**src/rtl/mem_arb_pkg.sv**
```systemverilog
// Shared types and default constants for the instruction/data memory port arbiter.
package mem_arb_pkg;

  typedef enum logic [1:0] {
    ST_IDLE   = 2'd0,
    ST_BUSY_I = 2'd1,
    ST_BUSY_D = 2'd2
  } arb_state_e;

  // Which requester received the most recent grant; drives round-robin priority.
  typedef enum logic {
    GNT_IMEM = 1'b0,
    GNT_DMEM = 1'b1
  } gnt_sel_e;

  localparam int unsigned DEF_TIMEOUT_CYCLES = 1024;
  localparam int unsigned DEF_CNT_WIDTH      = 32;

endpackage

```
**src/rtl/mem_arb_perf_cnt.sv**
```systemverilog
// Enable-driven free-running counter that wraps modulo 2^Width; cleared by synchronous reset.
module mem_arb_perf_cnt #(
  parameter int unsigned Width = 32
) (
  input  logic             clk_i,
  input  logic             rst_ni,
  input  logic             en_i,
  output logic [Width-1:0] cnt_o
);

  logic [Width-1:0] r_cnt;

  always_ff @(posedge clk_i) begin
    if (!rst_ni) begin
      r_cnt <= '0;
    end else if (en_i) begin
      r_cnt <= r_cnt + Width'(1);
    end
  end

  assign cnt_o = r_cnt;

endmodule

```
**src/rtl/mem_port_arbiter.sv**
```systemverilog
// Round-robin arbiter sharing one single-outstanding memory port between fetch and load/store.
// Handshake: a requester holds req/addr/data high until its ready_o pulses for one cycle; that
// pulse is mem_ready_i passed through while the requester owns the port, with rdata valid then.
module mem_port_arbiter
  import mem_arb_pkg::*;
#(
  parameter int unsigned DWidth        = 32,
  parameter int unsigned TimeoutCycles = DEF_TIMEOUT_CYCLES,
  parameter int unsigned CntWidth      = DEF_CNT_WIDTH
) (
  input  logic                clk_i,
  input  logic                rst_ni,
  input  logic                imem_req_i,
  input  logic [DWidth-1:0]   imem_addr_i,
  output logic                imem_ready_o,
  output logic [DWidth-1:0]   imem_rdata_o,
  input  logic                dmem_req_i,
  input  logic                dmem_write_i,
  input  logic [DWidth-1:0]   dmem_addr_i,
  input  logic [DWidth-1:0]   dmem_wdata_i,
  output logic                dmem_ready_o,
  output logic [DWidth-1:0]   dmem_rdata_o,
  output logic                mem_req_o,
  output logic                mem_write_o,
  output logic [DWidth-1:0]   mem_addr_o,
  output logic [DWidth-1:0]   mem_wdata_o,
  input  logic                mem_ready_i,
  input  logic [DWidth-1:0]   mem_rdata_i,
  output logic                err_o,
  output logic [CntWidth-1:0] perf_igrant_o,
  output logic [CntWidth-1:0] perf_dgrant_o,
  output logic [CntWidth-1:0] perf_stall_o,
  output logic [1:0]          dbg_state_o
);

  localparam int unsigned TmoWidth = $clog2(TimeoutCycles + 1);

  arb_state_e          r_state;
  arb_state_e          w_state_nxt;
  gnt_sel_e            r_last;
  logic [DWidth-1:0]   r_addr;
  logic [DWidth-1:0]   r_wdata;
  logic                r_write;
  logic [TmoWidth-1:0] r_tmo_cnt;
  logic                r_err;
  logic                w_grant_i;
  logic                w_grant_d;
  logic                w_busy;
  logic                w_waiting;
  logic                w_stall;

  always_ff @(posedge clk_i) begin
    if (!rst_ni) begin
      r_state <= ST_IDLE;
    end else begin
      r_state <= w_state_nxt;
    end
  end

  // Data wins a conflict unless it was the last one served.
  always_comb begin
    w_state_nxt  = r_state;
    w_grant_i    = 1'b0;
    w_grant_d    = 1'b0;
    imem_ready_o = 1'b0;
    dmem_ready_o = 1'b0;
    case (r_state)
      ST_IDLE: begin
        w_grant_d = dmem_req_i && (!imem_req_i || (r_last == GNT_IMEM));
        w_grant_i = imem_req_i && !w_grant_d;
        if (w_grant_d) begin
          w_state_nxt = ST_BUSY_D;
        end else if (w_grant_i) begin
          w_state_nxt = ST_BUSY_I;
        end
      end
      ST_BUSY_I: begin
        imem_ready_o = mem_ready_i;
        if (mem_ready_i) w_state_nxt = ST_IDLE;
      end
      ST_BUSY_D: begin
        dmem_ready_o = mem_ready_i;
        if (mem_ready_i) w_state_nxt = ST_IDLE;
      end
      default: w_state_nxt = ST_IDLE;
    endcase
  end

  always_ff @(posedge clk_i) begin
    if (!rst_ni) begin
      r_addr  <= '0;
      r_wdata <= '0;
      r_write <= 1'b0;
      r_last  <= GNT_IMEM;
    end else if (w_grant_d) begin
      r_addr  <= dmem_addr_i;
      r_wdata <= dmem_wdata_i;
      r_write <= dmem_write_i;
      r_last  <= GNT_DMEM;
    end else if (w_grant_i) begin
      r_addr  <= imem_addr_i;
      r_wdata <= '0;
      r_write <= 1'b0;
      r_last  <= GNT_IMEM;
    end
  end

  assign w_busy    = (r_state != ST_IDLE);
  assign w_waiting = w_busy && !mem_ready_i;

  // The count saturates at the limit; err stays set until reset and the transfer is not aborted.
  always_ff @(posedge clk_i) begin
    if (!rst_ni) begin
      r_tmo_cnt <= '0;
      r_err     <= 1'b0;
    end else begin
      if (w_grant_i || w_grant_d) begin
        r_tmo_cnt <= '0;
      end else if (w_waiting && (r_tmo_cnt != TmoWidth'(TimeoutCycles))) begin
        r_tmo_cnt <= r_tmo_cnt + TmoWidth'(1);
      end
      if (w_waiting && (r_tmo_cnt == TmoWidth'(TimeoutCycles - 1))) begin
        r_err <= 1'b1;
      end
    end
  end

  assign w_stall = (imem_req_i && !imem_ready_o) || (dmem_req_i && !dmem_ready_o);

  mem_arb_perf_cnt #(.Width(CntWidth)) u_cnt_igrant (
    .clk_i (clk_i),
    .rst_ni(rst_ni),
    .en_i  (w_grant_i),
    .cnt_o (perf_igrant_o)
  );

  mem_arb_perf_cnt #(.Width(CntWidth)) u_cnt_dgrant (
    .clk_i (clk_i),
    .rst_ni(rst_ni),
    .en_i  (w_grant_d),
    .cnt_o (perf_dgrant_o)
  );

  mem_arb_perf_cnt #(.Width(CntWidth)) u_cnt_stall (
    .clk_i (clk_i),
    .rst_ni(rst_ni),
    .en_i  (w_stall),
    .cnt_o (perf_stall_o)
  );

  assign imem_rdata_o = imem_ready_o ? mem_rdata_i : '0;
  assign dmem_rdata_o = dmem_ready_o ? mem_rdata_i : '0;
  assign mem_req_o    = w_busy;
  assign mem_write_o  = r_write;
  assign mem_addr_o   = r_addr;
  assign mem_wdata_o  = r_wdata;
  assign err_o        = r_err;
  assign dbg_state_o  = r_state;

endmodule

```
**config.mk**
```make
export PLATFORM = sky130hd
export DESIGN_NAME = mem_port_arbiter
export DESIGN_NICKNAME = d
export VERILOG_FILES = /design/src/rtl/mem_arb_pkg.sv /design/src/rtl/mem_arb_perf_cnt.sv /design/src/rtl/mem_port_arbiter.sv
export SDC_FILE = /design/constraint.sdc
export NUM_CORES = 1
export LEC_CHECK = 0
export ABC_CLOCK_PERIOD_IN_PS = 2600
export BUFFER_PORTS_ARGS = -buffer_cell sky130_fd_sc_hd__clkbuf_2
export CAP_MARGIN = 0
export CORE_ASPECT_RATIO = 0.7
export CORE_MARGIN = 3
export CORE_UTILIZATION = 47
export CTS_CLUSTER_DIAMETER = 100
export DETAILED_ROUTE_END_ITERATION = 16
export PLACE_DENSITY = 0.8
export SYNTH_ARGS = -nofsm -noshare
export SYNTH_HDL_FRONTEND = slang
export SYNTH_SLANG_ARGS = --single-unit
```
**constraint.sdc**
```tcl
create_clock -name clk_i -period 2.6 [get_ports clk_i]
set_input_delay 0.26 -clock clk_i [delete_from_list [all_inputs] [get_ports clk_i]]
set_output_delay 0.26 -clock clk_i [all_outputs]
set_load 0.005 [all_outputs]
```
# ---- Yosys cells after proc, flatten, opt, wreduce, memory -nomap -nowiden
# Cells that the tools add are included.
dict set report word_totals {
  regBits 176
  word_cells 60
}
dict set report op_classes {
  n_addsub 4
  n_eq_ne 6
  n_mux 17
  n_bitwise 2
  n_reduce_logical 21
}
# cell n
set ops {}
lappend ops {{2-to-1 mux 32 bit} 6}
lappend ops {{adder 32 x 1 -> 32 bit (second input constant)} 3}
lappend ops {{adder 11 x 1 -> 11 bit (second input constant)} 1}
lappend ops {{equality test 11 x 10 -> 1 bit (second input constant)} 1}
lappend ops {{!= test 11 bit (second input constant)} 1}
lappend ops {{logical AND 1 bit} 7}
lappend ops {{2-to-1 mux 1 bit} 7}
lappend ops {{2-to-1 mux 2 bit} 3}
lappend ops {{logical NOT 1 bit} 5}
lappend ops {{one-hot mux 2 bit (2 select lines)} 1}
lappend ops {{nonzero test 2 bit} 2}
lappend ops {{OR reduction 2 bit} 2}
lappend ops {{logical OR 1 bit} 3}
lappend ops {{!= test 3 bit (second input constant)} 1}
lappend ops {{equality test 2 x 1 -> 1 bit (second input constant)} 1}
lappend ops {{equality test 2 bit (second input constant)} 1}
lappend ops {{logical NOT 2 bit} 1}
lappend ops {{!= test 2 x 1 -> 1 bit (second input constant)} 1}
lappend ops {{inverter 1 bit} 2}
lappend ops {{AND reduction 2 bit} 1}

# ---- Depth between registers and ports, before layout
dict set report depth {
  depth_word 8
  mapped_depth 9
  mapped_depth_nobuf 7
}

# ---- Hierarchy
# Synthesis repeated with hierarchy kept, for this count alone.
dict set report hier_totals {
  cells_unflattened 947
  hier_area_um2 8435.6
}
# module n_inst cells_each area_each_um2 seq_area_each_um2
set modules_own_cells {}
lappend modules_own_cells {mem_arb_perf_cnt 3 176 1562.7 640.6}
lappend modules_own_cells {mem_port_arbiter 1 419 3747.3 1601.5}

# ---- Worst setup path after synthesis
# No wires, ideal clock.
dict set report synth_path {
  path_type {reg-to-reg}
  from {register r_state[0] (netlist: dbg_state_o[0])}
  to {register r_wdata[10] (netlist: mem_wdata_o[10])}
  setup_ns 0.060
  t_arrival_ns 1.919
  t_required_ns 2.540
  slack_ns 0.621
  path_stages_with_launch 9
  n_path_buf 2
  cell_sequence {dfxtp_1 > inv_1 > ha_1 > and2_2 > and2_1 > clkbuf_1 > nor3_2 > clkbuf_1 > a22o_1}
}
dict set report synth_via {
  elab_chain_len 3
  word_cells_on_any_way 5
}
# element line_no
set synth_rtl {}
lappend synth_rtl {{start, declared} mem_port_arbiter.sv:38} ;# arb_state_e r_state;
lappend synth_rtl {{start signal, assigned} mem_port_arbiter.sv:56} ;# r_state <= w_state_nxt;
lappend synth_rtl {{logical NOT 2 bit (*)} mem_port_arbiter.sv:67} ;# case (r_state)
lappend synth_rtl {{2-to-1 mux 1 bit} mem_port_arbiter.sv:67}
lappend synth_rtl {{2-to-1 mux 32 bit or nonzero test 2 bit (tied branches)} n/a}
lappend synth_rtl {{end signal, assigned} mem_port_arbiter.sv:97} ;# r_wdata <= dmem_wdata_i;
lappend synth_rtl {{end, declared} mem_port_arbiter.sv:42} ;# logic [DWidth-1:0] r_wdata;
# Every way passes the cells marked *; elsewhere a longest branch is shown, timed or not.
# A chain may end at the register's enable or synchronous reset.

# ---- Worst setup path after layout
dict set report layout_path {
  from {register r_state[1] (netlist: dbg_state_o[1])}
  to {register u_cnt_dgrant.r_cnt[31] (netlist: u_cnt_dgrant.cnt_o[31])}
}
dict set report layout_via {
  elab_chain_len 2
}
# element line_no
set layout_rtl {}
lappend layout_rtl {{logical NOT 2 bit} mem_port_arbiter.sv:67}
lappend layout_rtl {{2-to-1 mux 1 bit} mem_port_arbiter.sv:67}
lappend layout_rtl {{end signal, assigned} mem_arb_perf_cnt.sv:17} ;# r_cnt <= r_cnt + Width'(1);
lappend layout_rtl {{end, declared} mem_arb_perf_cnt.sv:11} ;# logic [Width-1:0] r_cnt;
# Every way passes these cells.

==> results.md <==
- Setup violations remaining at the end of the flow were counted as 0.
- The peak supply drop is 0.0003574 V.
- The most used flip-flop cell after synthesis is sky130_fd_sc_hd__dfxtp_1.
- The warning count from the yosys run is 0.
- For hold timing, the worst endpoint is mem_wdata_o[5].
- Of the synthesized area, sequential elements account for 43.84%.
- At the end of routability-driven placement, the weighted congestion stood at 0.8708.
- The clock drives 176 sinks.
- The routed wire length is 23.91 mm.
- The effective utilization at floorplan is 48.59%.
- The largest area contributor in the synthesized netlist is sky130_fd_sc_hd__dfxtp_1.
- The maximum operating frequency is 427.3 MHz.
- The proportion of register bits with asynchronous set or reset after synthesis is 0%.
- The first global-routing pass estimated 37.53 mm of wire.
- The root cell of the clock tree is sky130_fd_sc_hd__clkbuf_16.
- The clock edge transition at the registers on the reported setup and hold paths is 0.07 ns.
- The later pin in the worst-skew pair is clocked with a latency of 0.42 ns.
- The number of synthesized register bits is 176.
- After synthesis, the largest area contributor takes up 43.84% of total cell area.
- Across all register-to-register paths, the minimum setup slack is 0.26 ns.
- After the last flow step, the layout net total stands at 1,384.
- The netlist area before placement is 8038 sq um.
- The count of different cell masters after synthesis is 51.
- The type of the tightest min-delay check is in2reg.
- For the worst setup path, the data required time is 2.94 ns.
- After layout, the worst path uses 90.01% of the clock period.
- The first detailed-routing pass ran for 5 iterations.
- Setup slack on the critical path of the routed design comes to 0.2597 ns.
- STA classifies the critical path endpoint as a register.
- The endpoint identified for the worst register-to-register timing path is u_cnt_dgrant.cnt_o[31].
- The most frequently used cell type in the post-synthesis netlist is sky130_fd_sc_hd__dfxtp_1.
- A synthesized cell averages 8.921 sq um.
- Setup repair after global routing left no endpoint under its margin.
- The via count of the first global-routing pass came to 7,197.
- Max-cap violations in this run came to 0.
- The remaining routing DRC violations is 0.
- The average wire per standard cell is 16.15 um.
- STA classifies the critical path startpoint as a register.
- The boundary pin count is 365.
- The most critical setup path has its startpoint at dbg_state_o[1].
- The count of endpoints failing hold in the final timing report is 0.
- The largest net degree at the start of global routing is 84.
- The share of cells above drive strength 1 is 34.26%.
- After synthesis, the most frequently instantiated cells are 176 x sky130_fd_sc_hd__dfxtp_1, 129 x sky130_fd_sc_hd__nor2_1, 73 x sky130_fd_sc_hd__and3_1, 58 x sky130_fd_sc_hd__xnor2_1, 46 x sky130_fd_sc_hd__nand2_1.
- The number of pins with negative max-slew slack in the final report came to 0.
- The relative slew slack is 56.08%.
- The power density over the cells is 580.4 nW/um^2.
- Counting cells, the worst reg-to-reg path comes to 7.
- At the worst endpoint, the arrival time is 2.68 ns.
- The total global-route track usage is 24.37%.
- The count of instances resized after the clock tree is built is 0.
- The TritonCTS buffer count is 17.
- The residual antenna-violating net count after detailed routing is 0.
- In this run the static leakage power is 4.811 nW.
- CTS built an H-tree with a depth of 4.
- In this run, the number of DRC markers left after iteration 0 of detailed routing was 584.
- The summed negative setup slack over all endpoints is 0 ns.
- The startpoint of the worst-slack reg-to-reg timing path is dbg_state_o[1].
- The half-perimeter wire length after detailed placement is 17.75 mm.
- Synthesis produced 901 cells.
- The worst path in the final design needs a cycle of 2.340 ns, including I/O delays and setup.
- The count of buffers added by post-CTS timing repair for setup is 0.
- The floorplan step set the die height to 115.4 um.
- The cell depth of the worst min-delay path is 2.
- The floorplan step set the die width to 162.3 um.
- The number of synthesized flops with an enable pin is 0.
- The beginning of the worst hold path is dmem_wdata_i[5].
- The post-place setup slack is 0.3941 ns.
- The antenna cell count is 0.
- The number of placement rows is 39.
- The number of antenna violations at the first check in global routing came to 0.
- The cts-stage hold buffer count is 0.
- The run finished with clean final reports.
- By startpoint and endpoint, the worst setup path is classified as reg2reg.
- The via count of the routed design is 7,844.
- The CTS tree is yes.
- The die covers 18,730 sq um.
- During placement, the flow inserted port buffers numbering 364.
- Yosys attributes the largest share of cell area to sky130_fd_sc_hd__dfxtp_1 44%, sky130_fd_sc_hd__xnor2_1 6.3%, sky130_fd_sc_hd__nor2_1 6.0%, sky130_fd_sc_hd__and3_1 5.7%, sky130_fd_sc_hd__mux2i_1 4.6%.
- Compared with the post-synthesis result, the final layout area differs by 31.99%.
- The leftover overflow at the end of global routing is 0.
- After detailed routing, the number of vias per cell comes to 5.300.
- The net count of the mapped netlist is 1,043.
- For the pin with the worst max-slew slack, the measured transition is 0.6543 ns.
- The area of the core is 16,540 sq um.
- The largest fanout of any net on the critical path is 10.
- The maximum root-to-sink buffer count is 2.
- The setup skew after layout is 0.009868 ns.
==> critical path: stages, from the launching register on <==
cell and delay (ns):
sky130_fd_sc_hd__dfxtp_1 0.34, sky130_fd_sc_hd__inv_1 0.09, sky130_fd_sc_hd__ha_1 0.26, sky130_fd_sc_hd__and2_2 0.23, sky130_fd_sc_hd__and3_1 0.32, sky130_fd_sc_hd__nand3_2 0.25, sky130_fd_sc_hd__or4_1 0.58, sky130_fd_sc_hd__a21oi_1 0.19
==> registers in the layout (all words and copies together), names as in the netlist <==
register	count
dbg_state_o	2
err_o	1
mem_addr_o	32
mem_wdata_o	32
mem_write_o	1
r_last	1
r_tmo_cnt	11
u_cnt_dgrant.cnt_o	32
u_cnt_igrant.cnt_o	32
u_cnt_stall.cnt_o	32
==> kinds of logic (layout without fill, tap and decap cells) <==
kind of cell	after synthesis	in the layout	share of synthesized area, %
simple gates	404	404	26.62
flops	176	176	43.84
compound gates	113	113	10.45
xor+xnor	83	83	9.044
buf+inv	80	434	4.203
mux	37	37	4.608
fa+ha+maj	8	8	1.245
==> report_power, final <==
group / switching (W) / internal, W / total [W]
Combinational: 0.000439 / 0.000368 / 0.000808
Sequential: 0.0000877 / 0.00283 / 0.00291
Clock: 0.00109 / 0.00135 / 0.00244
==> final cells by class <==
class,instances,area [sq um]
Clock buffer,20,446.7
Clock inverter,12,110.1
Fill cell,1422,5933
Inverter,22,85.08
Multi-Input combinational cell,645,4195
Sequential cell,176,3523
Tap cell,225,281.5
Timing Repair Buffer,380,1967
==> per-layer routing <==
metal  GRT usage (%)  wire, um
met3           6.431      1676
met5               0         0
met4           6.591       354
met1           33.90     10950
met2           37.86     10920
==> worst max path at each step <==
stage,end,slack [ns],depth (start not counted)
4_1_cts,u_cnt_dgrant.cnt_o[31],0.25,7
5_1_grt,u_cnt_dgrant.cnt_o[31],0.07,7
2_1_floorplan,mem_wdata_o[10],0.62,8
3_5_place_dp,u_cnt_dgrant.cnt_o[27],0.39,7
6_report,u_cnt_dgrant.cnt_o[31],0.26,7
3_3_place_gp,u_cnt_igrant.cnt_o[16],0.47,6
==> cell usage in the layout, fill, tap and decap left out, types with 4 or more instances in the layout <==
cell                         Yosys  routed
sky130_fd_sc_hd__ha_1            8       8
sky130_fd_sc_hd__mux2i_1        37      37
sky130_fd_sc_hd__xnor2_1        58      58
sky130_fd_sc_hd__nor3_1         23      23
sky130_fd_sc_hd__and2_1          8       8
sky130_fd_sc_hd__nor2_1        129     127
sky130_fd_sc_hd__a21oi_1        19      19
sky130_fd_sc_hd__a22o_1         33      33
sky130_fd_sc_hd__clkbuf_16       0      17
sky130_fd_sc_hd__xor2_1         25      25
sky130_fd_sc_hd__and3_1         73      73
sky130_fd_sc_hd__o21ai_0        11      11
sky130_fd_sc_hd__inv_1          21      21
sky130_fd_sc_hd__or4_1           6       6
sky130_fd_sc_hd__or3_1          13      13
sky130_fd_sc_hd__o31ai_1         6       6
sky130_fd_sc_hd__buf_4           2      14
sky130_fd_sc_hd__nor4_1         24      24
sky130_fd_sc_hd__nand4_1        21      21
sky130_fd_sc_hd__nor3_2          5       4
sky130_fd_sc_hd__clkinvlp_4      0       4
sky130_fd_sc_hd__dfxtp_1       176     176
sky130_fd_sc_hd__nand3_1        26      26
sky130_fd_sc_hd__clkbuf_2        2     364
sky130_fd_sc_hd__a211oi_1       32      32
sky130_fd_sc_hd__and4_1         11      11
sky130_fd_sc_hd__nand2_1        46      45
sky130_fd_sc_hd__nand2b_1        5       5
==> per-stage QoR <==
| stage | hold slack [ns] | std cells | power, W | utilization [%] | area [sq um] |
|---|---|---|---|---|---|
| final | 0.04294 | 1480 | 0.006157 | 64.13 | 10610 |
| after global routing | 0.03913 | 1480 | 0.006400 | 64.13 | 10610 |
| after CTS | 0.03170 | 1480 | 0.006194 | 64.13 | 10610 |
| after detailed placement | 0.4610 | 1448 | 0.003775 | 60.77 | 10050 |
| after global placement | 0.4468 | 1448 | 0.003759 | 60.77 | 10050 |
| after floorplan | 0.3857 | 901 | 0.003380 | - | 8038 |
Note: power is estimated with default switching activity, not from simulation.
